==> config.mk <==
export PLATFORM = sky130hd
export DESIGN_NAME = serial_adder_ctrl
export DESIGN_NICKNAME = d
export VERILOG_FILES = /design/src/rtl/serial_adder_ctrl.sv
export SDC_FILE = /design/constraint.sdc
export NUM_CORES = 1
export LEC_CHECK = 0
export ABC_AREA = 1
export CAP_MARGIN = 20
export CORE_ASPECT_RATIO = 0.75
export CORE_MARGIN = 4
export CORE_UTILIZATION = 40
export DETAILED_ROUTE_END_ITERATION = 10
export GPL_TIMING_DRIVEN = 1
export PLACE_DENSITY = 0.63
export SYNTH_ARGS = -nofsm -noshare
export SYNTH_HDL_FRONTEND = slang
export SYNTH_SLANG_ARGS = --single-unit
==> constraint.sdc <==
create_clock -name clk -period 2.1 [get_ports clk]
set_clock_uncertainty 0.1 [all_clocks]
set_input_delay 0.21 -clock clk [delete_from_list [all_inputs] [get_ports clk]]
set_output_delay 0.21 -clock clk [all_outputs]
set_load 0.02 [all_outputs]
==> src/rtl/serial_adder_ctrl.sv <==
// Bit-serial adder sequencer: one full-adder cell is stepped over latched
// operands LSB first, and the registered sum/carry is handed back with busy/done.
//
// state | meaning
// ------+-----------------------------------------------------------
// IDLE  | waiting for start; operands are latched on an accepted start
// RUN   | one result bit per cycle, LSB first
// DONE  | result valid, done pulse; a held start restarts immediately
module serial_adder_ctrl #(
  parameter  int WIDTH = 8,
  localparam int CNT_W = $clog2(WIDTH+1)
) (
  input  logic             clk,
  input  logic             rst_n,
  input  logic             start,
  input  logic [WIDTH-1:0] A,
  input  logic [WIDTH-1:0] B,
  input  logic             Cin,
  output logic             busy,
  output logic             done,
  output logic [WIDTH-1:0] Sum,
  output logic             Carry
);

  typedef enum logic [1:0] {IDLE, RUN, DONE} state_t;

  state_t             state_q, state_d;
  logic [WIDTH-1:0]   a_sr, b_sr, r_sr, sum_q;
  logic               c_q, carry_q;
  logic [CNT_W-1:0]   cnt_q;
  logic               hs1, hc1, hc2, s_bit, c_next, last_bit, accept;

  // full adder built from two half adders and an OR
  assign hs1      = a_sr[0] ^ b_sr[0];
  assign hc1      = a_sr[0] & b_sr[0];
  assign s_bit    = hs1 ^ c_q;
  assign hc2      = hs1 & c_q;
  assign c_next   = hc1 | hc2;
  assign last_bit = (cnt_q == CNT_W'(WIDTH-1));
  assign accept   = start && (state_q == IDLE || state_q == DONE);

  always_ff @(posedge clk or negedge rst_n) begin
    if (!rst_n) state_q <= IDLE;
    else        state_q <= state_d;
  end

  always_comb begin
    state_d = state_q;
    case (state_q)
      IDLE:    if (start) state_d = RUN;
      RUN:     if (last_bit) state_d = DONE;
      DONE:    state_d = start ? RUN : IDLE;
      default: state_d = IDLE;
    endcase
  end

  always_ff @(posedge clk or negedge rst_n) begin
    if (!rst_n) begin
      a_sr    <= '0;
      b_sr    <= '0;
      r_sr    <= '0;
      c_q     <= 1'b0;
      cnt_q   <= '0;
      sum_q   <= '0;
      carry_q <= 1'b0;
    end else if (accept) begin
      a_sr  <= A;
      b_sr  <= B;
      c_q   <= Cin;
      r_sr  <= '0;
      cnt_q <= '0;
    end else if (state_q == RUN) begin
      a_sr  <= a_sr >> 1;
      b_sr  <= b_sr >> 1;
      r_sr  <= {s_bit, r_sr[WIDTH-1:1]};
      c_q   <= c_next;
      cnt_q <= cnt_q + CNT_W'(1);
      if (last_bit) begin
        sum_q   <= {s_bit, r_sr[WIDTH-1:1]};
        carry_q <= c_next;
      end
    end
  end

  assign busy  = (state_q == RUN);
  assign done  = (state_q == DONE);
  assign Sum   = sum_q;
  assign Carry = carry_q;

endmodule

==> flow_summary.yaml <==
place:
  gp_routability_congestion: 0.867
  placedCellCount: 257
  numPortBuffers: 30
  dp_hpwl_mm: 2.41
power:
  peakVddDrop_mv: 0.702
  power_density_nw_per_um2: 1570
  fin_total_pwr_mw: 3.37
  power_leakage_nw: 1.02
logic_synthesis:
  synth.ff_latch_count: 39
  synth-seq-area-share: 0.567
  synthesis.instances: 178
  synth_area_um2: 1720
  yosys_warnings: 0
  netlist-cell-type-count: 22
  syn_avg_cell_area_um2: 9.67
  net_count_synth: 200
floorplan:
  floorplan.io_pins: 31
  fp.dieW_um: 83.7
  die_h_um: 64.8
  core-area_um2: 4100
  area_of_the_die_um2: 5420
  floorplan.initialDensity: 0.419
  row_count: 20
final_layout:
  syn_to_final_growth_pct: 25.1
  nNetsFinal: 232
  drive_above_1_share: 0.142
  nFillCells: 375
  final-instance-count-excl-fill: 266
  antenna_cells_inserted: 0
timing:
  fmax_ghz: 0.562
  finalMaxSlewViolations: 0
  finalSetupViolations: 0
  slew-limit-headroom: 0.437
  hold_slack_ns: 0.355
  grt_setup_unrepaired: "false"
  hold_viol: 0
  timing_worst_slew_pin_value_ns: 0.845
  period_minus_slack_ns: 1.78
  timing.setup.tns_ns: 0
  period_share: 0.847
clock_tree:
  tritoncts.num_buffers: 5
  clock_sink_count: 39
  cts_post_setup_buffers_inserted: 0
  clock_tree.buffer_depth: 2
  cts-root-buf: "sky130_fd_sc_hd__clkbuf_8"
  htree_levels: 2
  cts.reportedPaths.clkPinSlew_ns: 0.08
  clock_tree_from_tritoncts: "built"
  worst_skew_pair_later_pin_latency_ns: 0.29
grt:
  via_count_of_the_first_global_routing_pass: 1302
  grt_pass1_wl_mm: 5.98
  grt_overflow_total: 0
  antenna_found_initial: 0
  grt_max_degree: 40
  gr-usage-all-layers: 0.141
setup_path:
  worstSetupStartpoint: "state_q[0]"
  cp_data_arrival_time_ns: 1.47
  endpoint_kind: "primary output"
  regToRegSetupSlack_ns: 0.68
  worst-r2r-cell-count: 5
  worst_ep_required_time_ns: 1.79
  highest_net_fanout_along_the_worst_path: 4
  startpoint_type: "flop"
  timing_worst_setup_path_type: "flop to primary output"
  worst_r2r_startpoint: "state_q[0]"
  setup.worst_path.end: "done"
  worst_r2r_endpoint: "c_q"
drt:
  firstDrtPassIters: 4
  drcViolationCount: 0
  drt-vias-per-instance: 4.86
  routedLengthMet1_mm: 1.62
  top_signal_layer_used: "met4"
  dr_wl_met3_um: 180
  drtIter0Drc: 87
  wl_met2_mm: 1.54
  avgRoutedWirePerCell_um: 12.7
  drt-total-wl_mm: 3.38
  detailroute.via_count: 1294
  post_detailed_route_count_of_antenna_violating_nets: 0
status:
  outcome: "finished clean"
min_path:
  hp-class: "input port to flop"
  hold_path_cell_cnt: 3
flow_run:
  cap_violations: 0
-- per-layer routing --
layer	vias to the layer above	GRT usage
li1	638	-
met1	614	0.187
met2	36	0.218
met3	6	0.0483
met4	0	0.0442
met5	-	0
-- where the power goes --
group	internal, mW	switching, mW
combinational	0.569	0.878
sequential	1.11	0.191
clock	0.354	0.270
total	2.03	1.34
-- worst min path at each step --
stage          start  endpoint  slack, ns
6_report        A[7]   a_sr[7]       0.36
3_5_place_dp   rst_n    Sum[6]       0.26
3_3_place_gp   rst_n     Carry       0.26
5_1_grt         B[2]   b_sr[2]       0.37
2_1_floorplan  rst_n     Carry      -0.19
4_1_cts         A[7]   a_sr[7]       0.36
-- critical path, cell delays in order, from the launching register on --
cell and delay [ns]:
sky130_fd_sc_hd__dfrtp_1 0.45, sky130_fd_sc_hd__nor2_1 0.13, sky130_fd_sc_hd__clkdlybuf4s50_1 0.61
-- kinds of logic (layout without fill, tap and decap cells) --
| logic type | after synthesis | after routing | share of synthesized area |
|---|---|---|---|
| buffers and inverters | 26 | 59 | 0.0785 |
| AO/OA/AOI/OAI | 39 | 39 | 0.155 |
| flip-flops | 39 | 39 | 0.567 |
| AND/OR/NAND/NOR | 72 | 72 | 0.180 |
| adder cells (fa/ha/maj) | 2 | 2 | 0.0189 |
-- through the flow --
stage	area (um^2)	util	setup slack, ns
final	2150	0.524	0.321
after global routing	2150	0.524	0.261
after CTS	2150	0.524	0.0375
after detailed placement	2030	0.494	0.360
after global placement	2030	0.494	0.383
after floorplan	1720	-	0.826
-- state kept, by name, summed over array words and instances, names as in the netlist --
| name | flops |
|---|---|
| c_q | 1 |
| state_q | 2 |
| Sum | 8 |
| a_sr | 8 |
| Carry | 1 |
| cnt_q | 4 |
| b_sr | 8 |
| r_sr | 7 |
-- layout by cell type, fill, tap and decap left out, types with 3 or more instances in the layout --
cell,count
sky130_fd_sc_hd__a21oi_1,5
sky130_fd_sc_hd__inv_2,3
sky130_fd_sc_hd__nand2_1,56
sky130_fd_sc_hd__o21ai_0,10
sky130_fd_sc_hd__nand2_4,4
sky130_fd_sc_hd__o211ai_1,4
sky130_fd_sc_hd__o21ai_2,9
sky130_fd_sc_hd__dfrtp_1,39
sky130_fd_sc_hd__nor2_1,9
sky130_fd_sc_hd__o22ai_1,7
sky130_fd_sc_hd__inv_1,16
sky130_fd_sc_hd__clkdlybuf4s50_1,28
sky130_fd_sc_hd__clkbuf_8,5
-- cell usage after synthesis --
master                      n  area (um^2)
sky130_fd_sc_hd__buf_6      4         45.0
sky130_fd_sc_hd__o211ai_1   4         30.0
sky130_fd_sc_hd__inv_4      1         6.26
sky130_fd_sc_hd__dfrtp_1   39          976
sky130_fd_sc_hd__inv_2      3         11.3
sky130_fd_sc_hd__buf_4      1         7.51
sky130_fd_sc_hd__nor2_1     9         33.8
sky130_fd_sc_hd__nor2_4     1         11.3
sky130_fd_sc_hd__o211ai_2   2         25.0
sky130_fd_sc_hd__o21ai_1    1         5.00
sky130_fd_sc_hd__nand2_4    4         45.0
sky130_fd_sc_hd__o21ai_2    9         78.8
sky130_fd_sc_hd__buf_2      1         5.00
sky130_fd_sc_hd__a21oi_1    5         25.0
sky130_fd_sc_hd__o22ai_1    7         43.8
sky130_fd_sc_hd__o21ai_0   10         50.1
sky130_fd_sc_hd__nand3_1    2         10.0
sky130_fd_sc_hd__fa_1       1         20.0
sky130_fd_sc_hd__nand2_1   56          210
sky130_fd_sc_hd__inv_1     16         60.1
sky130_fd_sc_hd__ha_1       1         12.5
sky130_fd_sc_hd__a21oi_2    1         8.76
-- timing repair --
action / CTS / global route
hold endpoints to repair: 39 / 0
endpoints found under the setup margin: 0 / 1
hold buffers: 1 / 0
gates resized for setup: 0 / 1
-- area by class of cell --
cell class                 count  area (um^2)  area share
clock buffer                   5         68.8      0.0320
multi-input combinational    113          609       0.283
sequential                    39          976       0.453
inverter                      20         77.6      0.0360
clock inverter                 3         43.8      0.0203
timing repair buffer          31          308       0.143
tap                           55         68.8      0.0320
Power figures use the tool's default switching activity.
